**src/rtl/riscv_pkg.sv**
```systemverilog
// Shared register-file constants and index type for the integer pipeline.
package riscv_pkg;
    localparam int ADDR_WIDTH = 5;
    localparam int NUM_REGS   = 32;
    localparam int REG_ZERO   = 0;

    typedef logic [ADDR_WIDTH-1:0] reg_idx_t;
endpackage

```
**src/rtl/reg_scoreboard.sv**
```systemverilog
// Write-pending scoreboard: one pending bit per register, set at issue and
// cleared at writeback, with three combinational lookups and a sticky error.
module reg_scoreboard
    import riscv_pkg::*;
#(
    parameter int SB_ADDR_WIDTH = riscv_pkg::ADDR_WIDTH,
    parameter int SB_NUM_REGS   = riscv_pkg::NUM_REGS
) (
    input  logic                     clk,
    input  logic                     rst,
    input  logic                     set_en,
    input  logic [SB_ADDR_WIDTH-1:0] set_idx,
    input  logic                     clr_en,
    input  logic [SB_ADDR_WIDTH-1:0] clr_idx,
    input  logic [SB_ADDR_WIDTH-1:0] look_a,
    input  logic [SB_ADDR_WIDTH-1:0] look_b,
    input  logic [SB_ADDR_WIDTH-1:0] look_c,
    output logic                     pend_a,
    output logic                     pend_b,
    output logic                     pend_c,
    output logic                     sb_error
);
    localparam logic [SB_ADDR_WIDTH-1:0] ZERO_IDX = SB_ADDR_WIDTH'(REG_ZERO);

    logic [SB_NUM_REGS-1:0] sb;
    logic [SB_NUM_REGS-1:0] sb_next;
    logic                   clr_live;
    logic                   set_live;

    assign clr_live = clr_en && (clr_idx != ZERO_IDX);
    assign set_live = set_en && (set_idx != ZERO_IDX);

    // Clear is applied first so a same-edge set of that register wins.
    always_comb begin
        sb_next = sb;
        if (clr_live) sb_next[clr_idx] = 1'b0;
        if (set_live) sb_next[set_idx] = 1'b1;
        sb_next[0] = 1'b0;
    end

    always_ff @(posedge clk or posedge rst) begin
        if (rst) begin
            sb       <= '0;
            sb_error <= 1'b0;
        end else begin
            sb <= sb_next;
            if (clr_live && !sb[clr_idx]) sb_error <= 1'b1;
        end
    end

    assign pend_a = sb[look_a];
    assign pend_b = sb[look_b];
    assign pend_c = sb[look_c];
endmodule

```
**src/rtl/regfile_scoreboard.sv**
```systemverilog
// Integer register file with write-pending scoreboard and a single decode stall.
// Optional macro WB_BYPASS_EN forwards the writeback value to same-cycle reads.
module regfile_scoreboard
    import riscv_pkg::*;
#(
    parameter int DATA_WIDTH = 32,
    parameter int NUM_REGS   = riscv_pkg::NUM_REGS,
    parameter int ADDR_WIDTH = riscv_pkg::ADDR_WIDTH
) (
    input  logic                  clk,
    input  logic                  rst,
    input  logic [ADDR_WIDTH-1:0] rs1_addr,
    input  logic [ADDR_WIDTH-1:0] rs2_addr,
    output logic [DATA_WIDTH-1:0] rs1_data,
    output logic [DATA_WIDTH-1:0] rs2_data,
    input  logic                  issue_valid,
    input  logic                  issue_we,
    input  logic [ADDR_WIDTH-1:0] issue_rd,
    input  logic                  wb_valid,
    input  logic [ADDR_WIDTH-1:0] wb_rd,
    input  logic [DATA_WIDTH-1:0] wb_data,
    output logic                  rs1_busy,
    output logic                  rs2_busy,
    output logic                  hazard_stall,
    output logic                  sb_error
);
    localparam logic [ADDR_WIDTH-1:0] ZERO_IDX = ADDR_WIDTH'(REG_ZERO);

    logic [DATA_WIDTH-1:0] regs [NUM_REGS];
    logic                  pend_rs1;
    logic                  pend_rs2;
    logic                  pend_rd;
    logic                  hit1;
    logic                  hit2;
    logic                  rd_busy;
    logic                  issue_accept;

    // Issue handshake: decode holds issue_valid and its fields stable; the
    // instruction is taken on a rising edge where hazard_stall is low.
    assign issue_accept = issue_valid && !hazard_stall;

    reg_scoreboard #(
        .SB_ADDR_WIDTH(ADDR_WIDTH),
        .SB_NUM_REGS  (NUM_REGS)
    ) u_sb (
        .clk     (clk),
        .rst     (rst),
        .set_en  (issue_accept && issue_we),
        .set_idx (issue_rd),
        .clr_en  (wb_valid),
        .clr_idx (wb_rd),
        .look_a  (rs1_addr),
        .look_b  (rs2_addr),
        .look_c  (issue_rd),
        .pend_a  (pend_rs1),
        .pend_b  (pend_rs2),
        .pend_c  (pend_rd),
        .sb_error(sb_error)
    );

`ifdef WB_BYPASS_EN
    assign hit1 = wb_valid && (wb_rd == rs1_addr) && (rs1_addr != ZERO_IDX);
    assign hit2 = wb_valid && (wb_rd == rs2_addr) && (rs2_addr != ZERO_IDX);
`else
    assign hit1 = 1'b0;
    assign hit2 = 1'b0;
`endif

    always_ff @(posedge clk or posedge rst) begin
        if (rst) begin
            for (int i = 0; i < NUM_REGS; i++) regs[i] <= '0;
        end else if (wb_valid && (wb_rd != ZERO_IDX)) begin
            regs[wb_rd] <= wb_data;
        end
    end

    assign rs1_data = (rs1_addr == ZERO_IDX) ? '0 : (hit1 ? wb_data : regs[rs1_addr]);
    assign rs2_data = (rs2_addr == ZERO_IDX) ? '0 : (hit2 ? wb_data : regs[rs2_addr]);

    assign rs1_busy = pend_rs1 && !hit1;
    assign rs2_busy = pend_rs2 && !hit2;
    // A writeback to the same rd in this cycle retires the older write, so WAW is clear.
    assign rd_busy  = issue_we && pend_rd && !(wb_valid && (wb_rd == issue_rd));

    assign hazard_stall = issue_valid && (rs1_busy || rs2_busy || rd_busy);
endmodule

```
**config.mk**
```make
export PLATFORM = sky130hd
export DESIGN_NAME = regfile_scoreboard
export DESIGN_NICKNAME = d
export VERILOG_FILES = /design/src/rtl/riscv_pkg.sv /design/src/rtl/reg_scoreboard.sv /design/src/rtl/regfile_scoreboard.sv
export SDC_FILE = /design/constraint.sdc
export NUM_CORES = 2
export LEC_CHECK = 0
export BUFFER_PORTS_ARGS = -buffer_cell sky130_fd_sc_hd__buf_2
export CAP_MARGIN = 20
export CORE_ASPECT_RATIO = 0.75
export CORE_MARGIN = 2
export CORE_UTILIZATION = 50
export DETAILED_ROUTE_END_ITERATION = 7
export HOLD_SLACK_MARGIN = 0.08
export MAX_ROUTING_LAYER = met4
export PLACE_DENSITY = 0.66
export SETUP_SLACK_MARGIN = 0.1
export SLEW_MARGIN = 20
export SYNTH_ARGS = -nofsm -noshare
export SYNTH_HDL_FRONTEND = slang
export SYNTH_SLANG_ARGS = --single-unit
```
**constraint.sdc**
```tcl
create_clock -name clk -period 56.5 [get_ports clk]
set_clock_uncertainty 0.15 [all_clocks]
set_input_delay 8.475 -clock clk [delete_from_list [all_inputs] [get_ports clk]]
set_output_delay 8.475 -clock clk [all_outputs]
set_load 0.005 [all_outputs]
```
Yosys cells after proc, flatten, opt, wreduce, memory -nomap -nowiden:

Cells that the tools add are included.

* flip-flop bits (word level): 1056
* word-level logic and storage cells: 97

* equal/unequal tests: 1
* reductions and logical operators: 21
* multiplexer cells: 25
* bitwise logic cells: 6
* order comparisons: 10

Operators by type and width (number)
* $bwmux W1024: 1
* $bmux W32 S5: 2
* $mux W32: 9
* $demux W32 S5: 1
* $and A32 B32 Y32: 1
* $not A32 Y32: 1
* $or A32 B32 Y32: 1
* $lt A5 B6 Y1 const B: 4
* $bmux W1 S5: 4
* $ge A6 B6 Y1 const B: 3
* $not A5 Y6: 3
* $logic_and A1 B1 Y1: 12
* $demux W1 S5: 2
* $ge A5 B1 Y1 const B: 2
* $logic_not A5 Y1: 2
* $reduce_bool A5 Y1: 2
* $lt A6 B1 Y1 const B: 1
* $mux W1: 6
* $eq A5 B5 Y1: 1
* $logic_not A1 Y1: 3
* $logic_or A1 B1 Y1: 2

Logic depth before layout (Yosys ltp):

* word-level depth: 11
* depth in mapped cells: 10
* mapped depth without buffers: 6

By module:

From an unflattened synthesis, not the netlist that was laid out.

* cells, all modules: 3868
* area, all modules: 57018.4 um2

Modules (own cells, without submodules)
* regfile_scoreboard: times used 1, area an instance 54667.4 um2, seq. area each 25624.6 um2, cells an instance 3653
* reg_scoreboard: times used 1, area an instance 2351.0 um2, seq. area each 800.8 um2, cells an instance 215

Least setup slack after synthesis:

OpenSTA, ideal clock, no wires.

* path kind: in2out
* start point: in rs1_addr[1]
* end point: out rs1_data[10]
* stages: 8
* path slack: 37.496 ns
* data arrival time: 10.379 ns
* cells stage by stage: buf_2 buf_2 buf_2 buf_1 mux4_2 mux4_2 mux2i_1 nor2_1

* word-level cells in the longest chain between the ends: 5

Ends and longest elaborated chain
* start: declaration: RTL line regfile_scoreboard.sv:12 `input logic [ADDR_WIDTH-1:0] rs1_addr,`
* $not A5 Y6 (implied by the code): RTL line regfile_scoreboard.sv:77 `assign rs1_data = (rs1_addr == ZERO_IDX) ? '0 : (hit1 ? wb_data : regs[rs1_addr]);`
* $bmux W32 S5: RTL line regfile_scoreboard.sv:77
* $mux W32 (implied by the code) (2 in a row): RTL line regfile_scoreboard.sv:77
* $mux W32 (*): RTL line regfile_scoreboard.sv:77
* end: declaration: RTL line regfile_scoreboard.sv:14 `output logic [DATA_WIDTH-1:0] rs1_data,`

Every way passes the cells marked *; elsewhere a longest branch is shown, timed or not. The select of a mux whose other input is x is not followed.

Final worst setup path:

* start point: in rs2_addr[0]
* end point: out rs2_data[29]

* word-level cells in the longest chain between the ends: 5

Ends and longest elaborated chain
* start: declaration: RTL line regfile_scoreboard.sv:13 `input logic [ADDR_WIDTH-1:0] rs2_addr,`
* $not A5 Y6 (implied by the code): RTL line regfile_scoreboard.sv:78 `assign rs2_data = (rs2_addr == ZERO_IDX) ? '0 : (hit2 ? wb_data : regs[rs2_addr]);`
* $bmux W32 S5: RTL line regfile_scoreboard.sv:78
* $mux W32 (implied by the code) (2 in a row): RTL line regfile_scoreboard.sv:78
* $mux W32 (*): RTL line regfile_scoreboard.sv:78
* end: declaration: RTL line regfile_scoreboard.sv:15 `output logic [DATA_WIDTH-1:0] rs2_data,`

Marks and branches as above.

==> tab_implementation.tex <==
\begin{tabular}{lr}
\hline
Metric & Value \\
\hline
\multicolumn{2}{l}{\textbf{Power}} \\
\quad Peak ir drop on the vdd network & 0.0000270 V \\
\quad Comb pwr share & 20.9\% \\
\quad Share of total power in the clock network & 34.1\% \\
\quad Net switching fraction of the power & 26.8\% \\
\quad Sequential Power Share & 45.0\% \\
\quad Leakage & 26.5 nW \\
\quad Internal Power & 0.00164 W \\
\quad Net switching power of the design & 0.000599 W \\
\quad Pwr dens & 36.1 mW/mm2 \\
\multicolumn{2}{l}{\textbf{Synthesis}} \\
\quad Cell with the most instances after synthesis & sky130\_fd\_sc\_hd\_\_dfrtp\_1 \\
\quad Area share of the leading cell type in the synthesized netlist & 46.7\% \\
\quad Compound-Gate Fraction of Synth Area & 0.982\% \\
\quad Top cells by count, synth & 1056 x sky130\_fd\_sc\_hd\_\_dfrtp\_1, 1004 x sky130\_fd\_sc\_hd\_\_mux2\_2, 657 x sky130\_fd\_sc\_hd\_\_mux4\_2 \\
\quad Avg Synthesized Cell Area & 16.3 um2 \\
\quad Number of warnings reported in the yosys synthesis log & 0 \\
\quad Yosys top cell by area & sky130\_fd\_sc\_hd\_\_dfrtp\_1 \\
\quad Number of distinct library cells after synthesis & 48 \\
\quad Sequential cell area fraction in the yosys report & 46.7\% \\
\quad Synth Cell Area & 0.0566 mm2 \\
\quad Fraction of synthesized area in multiplexers & 47.5\% \\
\quad Post-synth net total & 3526 \\
\quad Flop and latch count out of synthesis & 1056 \\
\quad Largest cells by area after synthesis & sky130\_fd\_sc\_hd\_\_dfrtp\_1 47\%, sky130\_fd\_sc\_hd\_\_mux4\_2 26\%, sky130\_fd\_sc\_hd\_\_mux2\_2 20\% \\
\quad Gate count after technology mapping & 3469 \\
\quad Post-synth top flop & sky130\_fd\_sc\_hd\_\_dfrtp\_1 \\
\quad Async set-reset flop share out of synthesis & 100\% \\
\quad Number of flops mapped to enable cells by yosys & 0 \\
\quad Combinational family with the most area after synthesis & multiplexers \\
\quad Synthesized-area fraction occupied by xor and xnor cells & 0.0774\% \\
\quad Post-synthesis share of cell area spent on and, or, nand and nor gates & 1.46\% \\
\quad Post-synthesis share of cell area spent on full adders, half adders and majority gates & 0\% \\
\multicolumn{2}{l}{\textbf{Timing}} \\
\quad Relative slew slack & 22.9\% \\
\quad Fin. max-slew vios & 0 \\
\quad Post-Route Setup TNS & 0 ns \\
\quad Final Hold Violating Endpoints & 0 \\
\quad \# setup viols final & 0 \\
\quad Period utilisation layout & 37.6\% \\
\quad Worst setup slack after layout & 35.27 ns \\
\quad Setup repair after global routing missed its margin & false \\
\quad Fmax & 47.1 MHz \\
\quad Pin slew with the least headroom to its limit & 1.16 ns \\
\quad Period minus WS final & 21.23 ns \\
\multicolumn{2}{l}{\textbf{Routing}} \\
\quad Via density per instance & 6.84 \\
\quad Routed WL per cell & 33.2 um \\
\quad First-pass detailed-route iteration total & 7 \\
\quad Antenna Violating Nets Remaining & 0 \\
\quad DRC viols & 0 \\
\quad Wire length reported by the detailed router & 165 mm \\
\quad Initial DRC Count & 3096 \\
\quad Number of vias after detailed routing & 34000 \\
\multicolumn{2}{l}{\textbf{Layout}} \\
\quad Footprint of the multi-input gates & 0.0285 mm2 \\
\quad Count of fill cells added during filler insertion & 8617 \\
\quad Layout-stage area growth over the synthesis result & 9.57\% \\
\quad Post-layout net count & 3423 \\
\quad Ratio of cells with drive above 1 in the final layout & 60.3\% \\
\quad Area of all sequential standard cells & 0.0264 mm2 \\
\quad Final cell utilization of the core & 55.4\% \\
\multicolumn{2}{l}{\textbf{Worst setup path}} \\
\quad Slowest stage delay, CP & 0.88 ns \\
\quad Cell type of the slowest stage on the worst timing path & sky130\_fd\_sc\_hd\_\_buf\_4 \\
\quad Type of the worst setup path & input pin to output pin \\
\quad Worst EP required & 47.88 ns \\
\quad Element type at the critical path start & input pin \\
\quad Data arrival time at the worst-slack endpoint & 12.60 ns \\
\quad Maximum fanout along the worst path & 60 \\
\quad Kind of cell adding the most delay to the critical path & buffers and inverters \\
\quad Kind of end point of the critical path & output pin \\
\quad Stages on the worst setup path & 8 \\
\quad Crit path cell chain & buf\_8 > buf\_4 > buf\_4 > mux4\_2 > mux4\_2 > mux2i\_1 > nor2\_1 > buf\_2 \\
\quad Total buffers and inverters traversed by the critical path & 4 \\
\quad Reg2reg path depth & 6 \\
\multicolumn{2}{l}{\textbf{Min path}} \\
\quad Min-Delay Path Depth & 0 \\
\quad Hold WC Path Type & register to register \\
\multicolumn{2}{l}{\textbf{CTS}} \\
\quad Clock transition time at the flip-flop clock pins of the worst setup and hold paths & 0.06 ns \\
\quad CTS HTree Levels & 3 \\
\quad Total of cells resized after clock tree synthesis & 0 \\
\quad Root buffer cell & sky130\_fd\_sc\_hd\_\_clkbuf\_16 \\
\quad CTS buffer count & 111 \\
\quad \# hold bufs at CTS & 0 \\
\quad Clock sinks & 1056 \\
\quad Clock tree from TritonCTS & built \\
\quad Setup Buffers After CTS & 0 \\
\quad Buffer depth of the longest clock path & 3 \\
\quad Clock latency on the worst-skew pair & 0.71 ns \\
\multicolumn{2}{l}{\textbf{Global route}} \\
\quad All-Layer GR Usage & 30.1\% \\
\quad Number of antenna violations at the first check in global routing & 9 \\
\quad Largest net degree at the start of global routing & 169 \\
\quad Wire length of the first global-routing pass & 247 mm \\
\quad Congestion Overflow GR & 0 \\
\quad Via count of the first global-routing pass & 36300 \\
\multicolumn{2}{l}{\textbf{Floorplan}} \\
\quad X dimension of the die & 392 um \\
\quad Starting density of the core & 50.6\% \\
\quad Core Region & 0.112 mm2 \\
\quad Rows & 106 \\
\quad Y dimension of the die & 295 um \\
\quad Full die area & 0.116 mm2 \\
\quad Count of boundary I/O pins & 125 \\
\multicolumn{2}{l}{\textbf{Placement}} \\
\quad DP Wirelength & 91.3 mm \\
\quad Final RePlAce weighted congestion & 0.838 \\
\quad Port buffer count & 124 \\
\quad Dpl ws & 35.10 ns \\
\multicolumn{2}{l}{\textbf{Outcome}} \\
\quad Status & finished clean \\
\multicolumn{2}{l}{\textbf{Flow run}} \\
\quad Max Cap Viol & 0 \\
\hline
\end{tabular}
[logic make-up (layout without fill, tap and decap cells)]
group | Yosys count | after routing
AO/OA/AOI/OAI | 67 | 67
XOR/XNOR | 5 | 5
buffers and inverters | 429 | 413
flip-flops | 1056 | 1056
multiplexers | 1739 | 1739
other | 0 | 6
AND/OR/NAND/NOR | 173 | 173
[cell type report]
type	count	share of cell area (%)
Multi-Input combinational cell	1984	46.0
Sequential cell	1056	42.6
Clock buffer	159	5.23
Tap cell	1512	3.05
Timing Repair Buffer	196	2.12
Clock inverter	41	0.824
Inverter	17	0.115
Antenna cell	6	0.0242
[cell usage in the layout, fill, tap and decap left out, types with 7 or more instances in the layout]
cell type | Yosys | final
sky130_fd_sc_hd__buf_2 | 137 | 114
sky130_fd_sc_hd__buf_4 | 3 | 68
sky130_fd_sc_hd__bufinv_16 | 0 | 11
sky130_fd_sc_hd__clkbuf_1 | 198 | 24
sky130_fd_sc_hd__clkbuf_16 | 0 | 115
sky130_fd_sc_hd__clkbuf_8 | 0 | 20
sky130_fd_sc_hd__clkinv_2 | 0 | 24
sky130_fd_sc_hd__dfrtp_1 | 1056 | 1056
sky130_fd_sc_hd__inv_1 | 17 | 16
sky130_fd_sc_hd__mux2_2 | 1004 | 1004
sky130_fd_sc_hd__mux2i_1 | 77 | 77
sky130_fd_sc_hd__mux4_2 | 657 | 657
sky130_fd_sc_hd__nand2_1 | 33 | 23
sky130_fd_sc_hd__nand2_2 | 0 | 9
sky130_fd_sc_hd__nand2b_1 | 7 | 7
sky130_fd_sc_hd__nor2_1 | 85 | 71
sky130_fd_sc_hd__nor2_4 | 0 | 14
sky130_fd_sc_hd__nor2b_1 | 8 | 7
sky130_fd_sc_hd__o21ai_0 | 9 | 9
sky130_fd_sc_hd__o22ai_1 | 9 | 9
sky130_fd_sc_hd__o31ai_1 | 12 | 12
sky130_fd_sc_hd__o31ai_2 | 8 | 8
sky130_fd_sc_hd__o32ai_1 | 11 | 11
[worst reg2reg max path: stages, from the launching register on]
cell	delay, ns
sky130_fd_sc_hd__dfrtp_1	0.42
sky130_fd_sc_hd__mux2_4	0.28
sky130_fd_sc_hd__a221oi_1	0.33
sky130_fd_sc_hd__a2111oi_1	0.15
sky130_fd_sc_hd__nor4_4	0.42
sky130_fd_sc_hd__o211ai_4	0.41
sky130_fd_sc_hd__o32ai_1	0.44
[registers in the layout (all words and copies together) (netlist names)]
signal / flops
regs: 1024
u_sb.sb_error: 1
u_sb.sb: 31
[path summary, 6_finish.rpt]
kind | start | endpoint | slack, ns
worst max-delay path | rs2_addr[0] | rs2_data[29] | 35.27
worst min-delay path | regs[1016] | regs[1016] | 0.23
worst max register to register | u_sb.sb[1] | u_sb.sb[27] | 53.79
worst min register to register | regs[1016] | regs[1016] | 0.23
max in group asynchronous | rst | regs[102] | 44.71
min in group asynchronous | rst | regs[824] | 7.61
[power groups by stage]
stage	combinational [W]	clock, W	sequential [W]
after floorplan	0.000372	0	0.000981
after global placement	0.000452	0	0.000998
after detailed placement	0.000467	0	0.00102
after CTS	0.000469	0.000775	0.00100
after global routing	0.000498	0.000807	0.00102
final	0.000466	0.000763	0.00101
[per-stage QoR]
stage | hold WS, ns | power, W | cells | cell area [um2]
final | 0.225 | 0.00224 | 4971 | 62000
after global routing | 0.235 | 0.00233 | 4970 | 62000
after CTS | 0.228 | 0.00225 | 4963 | 61900
after detailed placement | 0.213 | 0.00148 | 4763 | 58100
after global placement | 0.211 | 0.00145 | 4763 | 58100
after floorplan | 0.275 | 0.00135 | 3469 | 56600
[metal layers]
metal  vias up  wire, um  GRT usage [%]
met4         0      5460           9.47
met1     18800     67600           41.1
met3       337     13900           6.84
met5         -         0              -
li1      13300         -              -
met2      1570     78200           45.5
(Power assumes the default switching activity.)
